[config.mk]
export PLATFORM = sky130hd
export DESIGN_NAME = iicc_tx_sched_flat
export DESIGN_NICKNAME = d
export VERILOG_FILES = /design/src/rtl/iicc_tx_sched_if.sv /design/src/rtl/iicc_tx_sched.sv /design/src/flat_wrapper.sv
export SDC_FILE = /design/constraint.sdc
export NUM_CORES = 1
export LEC_CHECK = 0
export BUFFER_PORTS_ARGS = -buffer_cell sky130_fd_sc_hd__buf_2
export CORE_MARGIN = 2
export CORE_UTILIZATION = 30
export DETAILED_ROUTE_END_ITERATION = 6
export SLEW_MARGIN = 10
export SYNTH_ARGS = -nofsm -noshare
export SYNTH_HDL_FRONTEND = slang
export SYNTH_SLANG_ARGS = --single-unit
[constraint.sdc]
create_clock -name txclk -period 4.05 [get_ports txclk]
set_input_delay 0.2025 -clock txclk [delete_from_list [all_inputs] [get_ports txclk]]
set_output_delay 0.2025 -clock txclk [all_outputs]
set_load 0.01 [all_outputs]
[src/rtl/iicc_tx_sched_if.sv]
// Lane-side bundle for iicc_tx_sched: sync burst handshake, user data stream
// and the registered GT txdata/txcharisk pair.
interface iicc_tx_sched_if;
   logic        sync_req;
   logic [4:0]  sync_action;
   logic [63:0] sync_word;
   logic        sync_ack;
   logic        sync_done;
   logic        sync_abort;
   logic [15:0] data_in;
   logic        data_valid;
   logic        data_ready;
   logic [15:0] txdata;
   logic [1:0]  txcharisk;

   modport master (
      output sync_req, sync_action, sync_word, data_in, data_valid,
      input  sync_ack, sync_done, sync_abort, data_ready, txdata, txcharisk
   );

   modport slave (
      input  sync_req, sync_action, sync_word, data_in, data_valid,
      output sync_ack, sync_done, sync_abort, data_ready, txdata, txcharisk
   );
endinterface

[src/rtl/iicc_tx_sched.sv]
// TX lane scheduler: muxes 8-beat sync bursts, user data and K28.5 commas onto
// the 16-bit GT lane. Define IICC_TX_STATS_EN to build the sync_cnt/data_cnt counters.
module iicc_tx_sched #(
   parameter int unsigned COMMA_PERIOD = 64,
   parameter logic [15:0] COMMA_CHAR   = 16'h00bc
) (
   input  logic           txclk,
   input  logic           sreset_n,
   input  logic           link_up,
   input  logic           align_req,
   iicc_tx_sched_if.slave lane,
   output logic [15:0]    sync_cnt,
   output logic [31:0]    data_cnt
);
   typedef enum logic {IDLE, SYNC} state_t;

   localparam logic [11:0] DUE_LEVEL = 12'(COMMA_PERIOD - 2);

   state_t      state;
   logic [2:0]  bidx;
   logic [4:0]  act_q;
   logic [63:0] word_q;
   logic [11:0] comma_cnt;
   logic [15:0] txdata_q;
   logic [1:0]  txk_q;
   logic        ack_q;
   logic        done_q;
   logic        abort_q;
   logic        comma_due;
   logic        comma_grant;
   logic [7:0]  beat_byte;

   assign comma_due = comma_cnt >= DUE_LEVEL;

   assign lane.data_ready = (state == IDLE) && link_up && !align_req &&
                            !comma_due && !lane.sync_req;

   // Beat k carries byte k counted from the MSB: shift right by (7-k)*8.
   assign beat_byte = 8'(word_q >> {~bidx, 3'b000});

   // A burst in flight is only broken by link loss; align/comma wait for IDLE.
   always_comb begin
      comma_grant = 1'b0;
      if (!link_up) begin
         comma_grant = 1'b1;
      end else if (state == IDLE) begin
         comma_grant = align_req || comma_due ||
                       (!lane.sync_req && !lane.data_valid);
      end
   end

   always_ff @(posedge txclk or negedge sreset_n) begin
      if (!sreset_n) begin
         state    <= IDLE;
         bidx     <= '0;
         act_q    <= '0;
         word_q   <= '0;
         txdata_q <= COMMA_CHAR;
         txk_q    <= 2'b01;
         ack_q    <= 1'b0;
         done_q   <= 1'b0;
         abort_q  <= 1'b0;
      end else begin
         ack_q   <= 1'b0;
         done_q  <= 1'b0;
         abort_q <= 1'b0;
         if (comma_grant) begin
            txdata_q <= COMMA_CHAR;
            txk_q    <= 2'b01;
            if (state == SYNC) begin
               abort_q <= 1'b1;
               state   <= IDLE;
            end
         end else if (state == SYNC) begin
            txdata_q <= {act_q, bidx, beat_byte};
            txk_q    <= 2'b00;
            bidx     <= bidx + 3'd1;
            if (bidx == 3'd7) begin
               done_q <= 1'b1;
               state  <= IDLE;
            end
         end else if (lane.sync_req) begin
            act_q    <= lane.sync_action;
            word_q   <= lane.sync_word;
            txdata_q <= {lane.sync_action, 3'd0, lane.sync_word[63:56]};
            txk_q    <= 2'b00;
            ack_q    <= 1'b1;
            bidx     <= 3'd1;
            state    <= SYNC;
         end else begin
            txdata_q <= lane.data_in;
            txk_q    <= 2'b00;
         end
      end
   end

   always_ff @(posedge txclk or negedge sreset_n) begin
      if (!sreset_n) begin
         comma_cnt <= '0;
      end else if (comma_grant) begin
         comma_cnt <= '0;
      end else if (comma_cnt != '1) begin
         comma_cnt <= comma_cnt + 12'd1;
      end
   end

   assign lane.txdata     = txdata_q;
   assign lane.txcharisk  = txk_q;
   assign lane.sync_ack   = ack_q;
   assign lane.sync_done  = done_q;
   assign lane.sync_abort = abort_q;

`ifdef IICC_TX_STATS_EN
   logic        burst_end;
   logic        data_fire;
   logic [15:0] sync_cnt_q;
   logic [31:0] data_cnt_q;

   assign burst_end = (state == SYNC) && link_up && (bidx == 3'd7);
   assign data_fire = lane.data_ready && lane.data_valid;

   always_ff @(posedge txclk or negedge sreset_n) begin
      if (!sreset_n) begin
         sync_cnt_q <= '0;
         data_cnt_q <= '0;
      end else begin
         if (burst_end) sync_cnt_q <= sync_cnt_q + 16'd1;
         if (data_fire) data_cnt_q <= data_cnt_q + 32'd1;
      end
   end

   assign sync_cnt = sync_cnt_q;
   assign data_cnt = data_cnt_q;
`else
   assign sync_cnt = '0;
   assign data_cnt = '0;
`endif
endmodule

[src/flat_wrapper.sv]
// flat-port wrapper written by rule: the top's interface ports become plain ports
module iicc_tx_sched_flat 
#(
   parameter int unsigned COMMA_PERIOD = 64,
   parameter logic [15:0] COMMA_CHAR   = 16'h00bc
)
  (txclk, sreset_n, link_up, align_req, sync_cnt, data_cnt, lane_sync_req, lane_sync_action, lane_sync_word, lane_data_in, lane_data_valid, lane_sync_ack, lane_sync_done, lane_sync_abort, lane_data_ready, lane_txdata, lane_txcharisk);
  iicc_tx_sched_if lane_i ();
  input  logic txclk;
  input  logic sreset_n;
  input  logic link_up;
  input  logic align_req;
  output logic [15:0] sync_cnt;
  output logic [31:0] data_cnt;
  input wire logic [$bits(lane_i.sync_req)-1:0] lane_sync_req;
  input wire logic [$bits(lane_i.sync_action)-1:0] lane_sync_action;
  input wire logic [$bits(lane_i.sync_word)-1:0] lane_sync_word;
  input wire logic [$bits(lane_i.data_in)-1:0] lane_data_in;
  input wire logic [$bits(lane_i.data_valid)-1:0] lane_data_valid;
  output wire logic [$bits(lane_i.sync_ack)-1:0] lane_sync_ack;
  output wire logic [$bits(lane_i.sync_done)-1:0] lane_sync_done;
  output wire logic [$bits(lane_i.sync_abort)-1:0] lane_sync_abort;
  output wire logic [$bits(lane_i.data_ready)-1:0] lane_data_ready;
  output wire logic [$bits(lane_i.txdata)-1:0] lane_txdata;
  output wire logic [$bits(lane_i.txcharisk)-1:0] lane_txcharisk;
  assign lane_i.sync_req = lane_sync_req;
  assign lane_i.sync_action = lane_sync_action;
  assign lane_i.sync_word = lane_sync_word;
  assign lane_i.data_in = lane_data_in;
  assign lane_i.data_valid = lane_data_valid;
  assign lane_sync_ack = lane_i.sync_ack;
  assign lane_sync_done = lane_i.sync_done;
  assign lane_sync_abort = lane_i.sync_abort;
  assign lane_data_ready = lane_i.data_ready;
  assign lane_txdata = lane_i.txdata;
  assign lane_txcharisk = lane_i.txcharisk;
  iicc_tx_sched #(.COMMA_PERIOD(COMMA_PERIOD), .COMMA_CHAR(COMMA_CHAR)) u_core (.txclk(txclk), .sreset_n(sreset_n), .link_up(link_up), .align_req(align_req), .lane(lane_i), .sync_cnt(sync_cnt), .data_cnt(data_cnt));
endmodule
* Word-level counts from Yosys, hierarchy flattened
Cells that the tools add are included.
** Word-level totals
- Register bits after elaboration :: 105
- Word-level logic and storage cells :: 55
- Output and inout port bits :: 70
- Bits of input ports :: 91
** Cells by class
- $add $sub $neg :: 2
- Shift-type cells :: 1
- Mux-type cells :: 21
- $lt $le $gt $ge :: 1
- Bitwise gates (word level) :: 3
- Reductions and logical operators :: 15
- Equality and inequality tests :: 2
** Operators with widths (number)
- >> shifter 64 x 6 -> 8 bit :: 1
- 2-to-1 mux 16 bit :: 3
- 2-to-1 mux 12 bit :: 2
- 2-to-1 mux 1 bit :: 14
- adder 12 x 1 -> 12 bit (second input constant) :: 1
- greater-or-equal comparator 12 x 6 -> 1 bit (second input constant) :: 1
- != test 12 bit (second input constant) :: 1
- 2-to-1 mux 3 bit :: 2
- logical AND 1 bit :: 5
- zero test 1 bit :: 4
- nonzero test 2 bit :: 2
- adder 3 x 1 -> 3 bit (second input constant) :: 1
- == test 3 bit (second input constant) :: 1
- inverter 3 bit :: 1
- AND reduction 3 bit :: 1
- logical OR 1 bit :: 2
- inverter 1 bit :: 2
- AND reduction 2 bit :: 1

* Longest topological paths before layout
Gate-level depths: netlist of the first run.
- Depth in word-level cells :: 7
- Depth in mapped cells :: 8
- Mapped depth without buffers :: 6

* Least setup slack after synthesis of the first run
OpenSTA, ideal clock, no wires.
- Path kind :: reg-to-reg
- From :: reg u_core.comma_cnt[8]
- To :: reg u_core.act_q[4]
- Data required time :: 3.925 ns
- Clock period less this slack :: 1.871 ns
- Stages on the path, launching flop included :: 7
- Path slack :: 2.179 ns
- Buffers on the path :: 2
- Setup time :: 0.125 ns
- Data arrival time :: 1.746 ns
- Cell sequence :: dfrtp_1 -> nor4_2 -> o211a_4 -> and2_4 -> buf_12 -> buf_12 -> mux2_4
** On the way
- Cells in the longest elaborated chain, start to end :: 7
** Ends and longest elaborated chain
- start, declared :: RTL line iicc_tx_sched.sv:23 : logic [11:0] comma_cnt;
- start signal, assigned :: RTL line iicc_tx_sched.sv:103 : comma_cnt <= comma_cnt + 12'd1;
- greater-or-equal comparator 12 x 6 -> 1 bit :: RTL line iicc_tx_sched.sv:33 : assign comma_due = comma_cnt >= DUE_LEVEL;
- logical OR 1 bit (2 in a row) :: RTL line iicc_tx_sched.sv:47 : comma_grant = align_req || comma_due ||
- 2-to-1 mux 1 bit :: RTL line iicc_tx_sched.sv:46 : end else if (state == IDLE) begin
- 2-to-1 mux 1 bit :: RTL line iicc_tx_sched.sv:44 : if (!link_up) begin
- inverter 1 bit (no source line)
- AND reduction 3 bit (no source line)
- end signal, assigned :: RTL line iicc_tx_sched.sv:83 : act_q <= lane.sync_action;
- end, declared :: RTL line iicc_tx_sched.sv:21 : logic [4:0] act_q;
Every way passes these cells.
A chain may end at the register's enable or synchronous reset.

* Worst setup path in the final report of the first run
- From :: reg u_core.state
- To :: reg u_core.word_q[20]
** On the way
- Cells in the longest elaborated chain, start to end :: 4
- Elaborated cells between the ends (all ways) :: 5
- Those cells by class :: mux (2); bitwise (2); reduce/logical (1)
** Ends and longest elaborated chain
- start, declared :: RTL line iicc_tx_sched.sv:19 : state_t state;
- start signal, assigned :: RTL line iicc_tx_sched.sv:54 : state <= IDLE;
- start signal, assigned :: RTL line iicc_tx_sched.sv:72 : state <= IDLE;
- start signal, assigned :: RTL line iicc_tx_sched.sv:80 : state <= IDLE;
- 2-to-1 mux 1 bit :: RTL line iicc_tx_sched.sv:46
- 2-to-1 mux 1 bit :: RTL line iicc_tx_sched.sv:44
- inverter 1 bit (no source line)
- AND reduction 3 bit (no source line) *
- end signal, assigned :: RTL line iicc_tx_sched.sv:84 : word_q <= lane.sync_word;
- end, declared :: RTL line iicc_tx_sched.sv:22 : logic [63:0] word_q;
Mark *: on every way between the ends. The rest lies on a longest branch, timed or not.

==> results of run 1 <==
==> synthesized netlist by cell type (2+ instances only) <==
| cell type | count |
|---|---|
| o22ai_1 | 5 |
| a22o_1 | 3 |
| ha_1 | 4 |
| buf_4 | 49 |
| a21oi_1 | 7 |
| buf_2 | 5 |
| a32oi_1 | 5 |
| buf_12 | 8 |
| inv_1 | 2 |
| or4_1 | 2 |
| dfrtp_1 | 99 |
| mux4_2 | 16 |
| nand3_1 | 6 |
| o21bai_1 | 5 |
| clkbuf_1 | 6 |
| nor3_1 | 5 |
| buf_1 | 2 |
| o2111a_1 | 3 |
| a211oi_1 | 13 |
| mux2i_1 | 6 |
| nor4_1 | 3 |
| o31ai_1 | 2 |
| or3_1 | 2 |
| dfstp_2 | 6 |
| mux2_4 | 69 |
| o21ai_0 | 4 |
| nand2_1 | 19 |
| nor2b_1 | 10 |
| nor2_1 | 10 |
| or2_2 | 2 |
==> final timing paths <==
| path | cells after the start | slack (ps) | to |
|---|---|---|---|
| max in group asynchronous | 2 | 3090 | u_core.word_q[21] |
| hold reg to reg | 2 | 480 | u_core.lane.txdata[14] |
| setup reg to reg | 4 | 1680 | u_core.word_q[20] |
| setup / recovery | 4 | 1680 | u_core.word_q[20] |
| min in group txclk | 2 | 70 | u_core.word_q[9] |
| hold / removal | 1 | -10 | u_core.lane.txdata[10] |
==> area by class of cell <==
cell class              count  area (um2)
fillers                  1786       11700
flip-flops and latches    105        2640
multi-input cells         266        2470
repair buffers            115         601
well taps                 229         287
clock buffers               9         225
clock inverters             7        83.8
inverters                   2        7.51
==> stage by stage <==
step                area (um2)  std cells  hold slack [ps]  total power, mW
global route              6310        733             57.6             2.99
global placement          6000        717              420             1.94
floorplan                 5690        443            -93.1             1.81
detailed placement        6000        717              429             1.96
finish                    6310        733            -14.9             2.84
CTS                       6310        733             37.6             2.89
==> cells by family after synthesis <==
family / after synthesis
fa+ha+maj: 4
compound gates: 51
simple gates: 70
other cells: 1
buf+inv: 72
flops: 105
mux: 91
xor+xnor: 1
==> registers in the layout, indices dropped and copies added (netlist names) <==
register / cells
u_core.lane.txcharisk: 1
u_core.lane.sync_ack: 1
u_core.word_q: 64
u_core.lane.sync_abort: 1
u_core.comma_cnt: 12
u_core.lane.txdata: 16
u_core.state: 1
u_core.lane.sync_done: 1
u_core.bidx: 3
u_core.act_q: 5
==> metal layers <==
metal,up-vias,wire [um],global-route usage
met3,16,753,0.0365
met5,-,13,0
met2,131,5870,0.210
met1,1684,5300,0.164
met4,2,228,0.0442
li1,1540,-,-
==> report_power, final <==
group	internal, mW	total, mW	switching [mW]
registers	1.21	1.35	0.136
logic	0.378	0.580	0.202
clock network	0.492	0.913	0.421
total	2.08	2.84	0.760
==> results.toml, run 1 <==
[status]
status = "finished, violations left"
violations = "negative hold slack"

[synth]
ys_async_sr_fraction = 1.00
synth.area.top_cells = "dfrtp_1 (45%), mux2_4 (19%), buf_4 (6.7%)"
synth_xor_area_frac = 0.00159
yosysWarnings = 0
yosysSeqAreaShare = 0.478
synth_top_family_by_area = "multiplexers"
synthAdderAreaFrac = 0.00908
synth_compound_area_frac = 0.0688
synth_area_per_cell_um2 = 14.0
synth-simple-area-share = 0.0704
synthMuxAreaShare = 0.264
synth_edf_count = 0
synth_top_cell_area_share = 0.449
yosysTopAreaCell = "dfrtp_1"
syn-instance-count = 395
synth_area_um2 = 5510
synth_cell_types = 47
synth_seq_cells = 105
ys.flop_type = "dfrtp_1"

[cells_and_area]
fin_nets = 594
area_growth_pct = 14.5
final_cell_mix = "buf_2 (110), dfrtp_1 (99), mux2_4 (69)"
drive_gt1_frac = 0.458
diodes = 0
final_core_util = 0.350
final_common_cell = "buf_2"

[setup_path]
endpoint_kind = "register"
critPathKind = "reg2reg"
crit_buf_inv = 1
crit_path_start = "u_core.state"
critPathTopFamily = "simple AND/OR/NAND/NOR gates"
required_ps = 4290
cp_cell_sequence = "nor2_1 > and2_4 > buf_12 > mux2_4"
worstSetupStartpointType = "register"
max_stage_delay_ps = 700
slowest_stage = "dfrtp_1"
cp.arrival_ps = 2610
regToRegStartpoint = "u_core.state"
crit_fanout = 70

[placed_design]
io_buffers = 111
globalplace.congestion = 0.772
place_ws_ps = 1720
place_hpwl_mm = 8.71

[routing]
routedWlPerCell_um = 16.6
drtIter0Drc = 157
dr.pass1.iters = 4
drtAntennaViolNets = 0
drcViolationCount = 0
vias = 3373
wl_mm = 12.2
viasPerCell = 4.60

[global_routing]
grt_max_degree = 76
antenna_found_initial = 1
grt_pass1_vias = 3570
grt_overflow = 0
grt_pass1_wl_mm = 19.4
grtUsageTotal = 0.128

[die]
ios = 161
die_y_um = 140
initial_core_util = 0.306
core_um2 = 18000
die_area_um2 = 19500
die_x_um = 140
num_rows = 49

[timing]
tns_ps = 0
whs_ps = -14.9
tightest_slew_ps = 1010
relSlewSlack = 0.323
fin_worst_skew_ps = 6.55
fmax_mhz = 422
grt_setup_unrepaired = "false"
setup_slack_ps = 1680
period_minus_slack_ps = 2370
slew_violations = 0
fin_crit_sh = 0.584
setup_viol = 0
hold_viol = 6

[clock_network]
post_cts_buffers = 0
cts_hold_buf = 0
cts_buffer_depth = 2
numCtsBuffers = 9
cts_tree = "yes"
cts.sinks = 105
clk_pin_slew_ps = 70
cts_resized = 0
worstSkewPairLatency_ps = 350
htreeDepth = 3
root_buffer = "clkbuf_16"

[run]
drv_cap = 0

[pwr]
cellPowerDensity_nw_per_um2 = 451
p_leak_nw = 2.95
irDropWorstVdd_v = 0.000217

[hold_path]
hold_class = "in2async"
No activity file was read; power rests on OpenSTA's default activity.
==> inputs of run 2 (changes only) <==
==> constraint.sdc (replaced) <==
create_clock -name txclk -period 2.2 [get_ports txclk]
set_input_delay 0.11 -clock txclk [delete_from_list [all_inputs] [get_ports txclk]]
set_output_delay 0.11 -clock txclk [all_outputs]
set_load 0.01 [all_outputs]
==> run 2 against run 1 <==
Compared with the run above: the flow now finishes without violations; die area did not move; sequential cell count did not move; maximum frequency rose by 11%; sequential power rose by 79%; cell count rose by 12%; register-to-register slack got worse by 1600 ps.
==> results.toml, run 2 (same netlist as run 1, synthesis figures left out) <==
[timing]
fin_worst_skew_ps = 8.13
setup_slack_ps = 73.4
setup_viol = 0
relSlewSlack = 0.639
period_minus_slack_ps = 2130
tightest_slew_ps = 541
fin_crit_sh = 0.967
fmax_mhz = 470
slew_violations = 0
hold_viol = 0

[setup_path]
critPathKind = "reg2reg"
r2r_end = "u_core.lane.txdata[11]"
r2r_cells = 6
regToRegStartpoint = "u_core.state"
required_ps = 2500
r2r_slack_ps = 70
cp.arrival_ps = 2430
endpoint_kind = "register"
worstSetupStartpointType = "register"
crit_fanout = 11

[clock_network]
htreeDepth = 3
numCtsBuffers = 9
cts_buffer_depth = 2
worstSkewPairLatency_ps = 360
root_buffer = "clkbuf_16"
clk_pin_slew_ps = 70
cts_tree = "yes"
cts.sinks = 105

[pwr]
switching_share = 0.267
p_int_mw = 3.95
clkPwrFrac = 0.312
switchingPower_mw = 1.44
p_seq_frac = 0.449
combinationalPowerShare = 0.238
p_leak_nw = 3.33
irDropWorstVdd_v = 0.000435
cellPowerDensity_nw_per_um2 = 747

[die]
die_y_um = 140
initial_core_util = 0.306
ios = 161
die_x_um = 140
num_rows = 49
die_area_um2 = 19500
core_um2 = 18000

[hold_path]
hp-start = "lane_sync_word[62]"
holdPathStages = 2
min_to = "u_core.word_q[62]"
hold_class = "in2reg"

[routing]
routedWlPerCell_um = 16.0
dr.pass1.iters = 4
drtAntennaViolNets = 0
vias = 3687
drcViolationCount = 0
wl_mm = 13.1
drtIter0Drc = 114
viasPerCell = 4.49

[cells_and_area]
fillers = 1706
area_growth_pct = 30.8
largest_register = "u_core.word_q"
final_core_util = 0.400
fin_nets = 682
largest_reg_flops = 64
fin_area_um2 = 7210
diodes = 0
drive_gt1_frac = 0.409
final_common_cell = "buf_2"
final_cell_mix = "buf_2 (110), dfrtp_1 (99), dlygate4sd3_1 (78)"

[global_routing]
grt_overflow = 0
antenna_found_initial = 0
grt_pass1_vias = 3989
grt_max_degree = 46
grt_pass1_wl_mm = 21.1
grtUsageTotal = 0.139

[status]
status = "finished, final reports clean"

[placed_design]
place_ws_ps = 180
place_hpwl_mm = 9.04
io_buffers = 111
postPlaceCellArea_um2 = 6120
globalplace.congestion = 0.777

[run]
drv_cap = 0
[run 2: power groups by stage]
stage | registers, mW | clock network, mW | logic (mW)
after floorplan | 2.39 | 0 | 0.938
after global placement | 2.44 | 0 | 1.17
after detailed placement | 2.45 | 0 | 1.19
after CTS | 2.42 | 1.73 | 1.30
after global routing | 2.46 | 1.82 | 1.39
final | 2.42 | 1.68 | 1.28
[run 2: what timing repair did]
action | in CTS | in global routing
endpoints found under the hold margin | 111 | 1
gates resized for setup | 0 | 1
setup buffers | 0 | 0
endpoints found under the setup margin | 0 | 2
hold buffers | 77 | 1
[run 2: final cells by class]
class                   instances  area [um2]  area share
flip-flops and latches        105        2640       0.365
multi-input cells             266        2470       0.343
repair buffers                203        1510       0.209
well taps                     229         287      0.0397
clock buffers                   9         225      0.0312
clock inverters                 7        78.8      0.0109
inverters                       2        7.51     0.00104
[run 2: per-layer routing]
metal | GRT usage | routed length, um | vias to the layer above
met4 | 0.0563 | 314 | 0
met3 | 0.0341 | 734 | 21
met2 | 0.219 | 6090 | 138
met1 | 0.184 | 5970 | 1805
met5 | 0 | 0 | -
li1 | - | - | 1723
[run 2: worst max-delay path by stage]
stage          slack [ps]                endpoint                 from  depth (start not counted)
5_1_grt              -0.5  u_core.lane.txdata[15]  u_core.comma_cnt[0]                          8
4_1_cts                50  u_core.lane.txdata[11]         u_core.state                          6
2_1_floorplan         330         u_core.act_q[4]  u_core.comma_cnt[8]                          6
3_3_place_gp          200       u_core.word_q[10]  u_core.comma_cnt[8]                          5
3_5_place_dp          180       u_core.word_q[23]  u_core.comma_cnt[8]                          5
6_report               70  u_core.lane.txdata[11]         u_core.state                          6
[run 2: through the flow]
step	hold WS, ps	power [mW]	cells	setup TNS, ps
after floorplan	-186	3.33	443	0
after global placement	127	3.61	727	0
after detailed placement	131	3.64	727	0
after CTS	3.13	5.45	820	0
after global routing	4.06	5.66	821	-0.479
final	15.2	5.39	821	0
[run 2: worst max-delay path, stage by stage, from the launching register on]
cell,delay (ps)
dfrtp_1,400
buf_4,190
nor4bb_1,370
o2111a_2,390
a32oi_1,80
dlygate4sd3_1,570
nand2_1,70
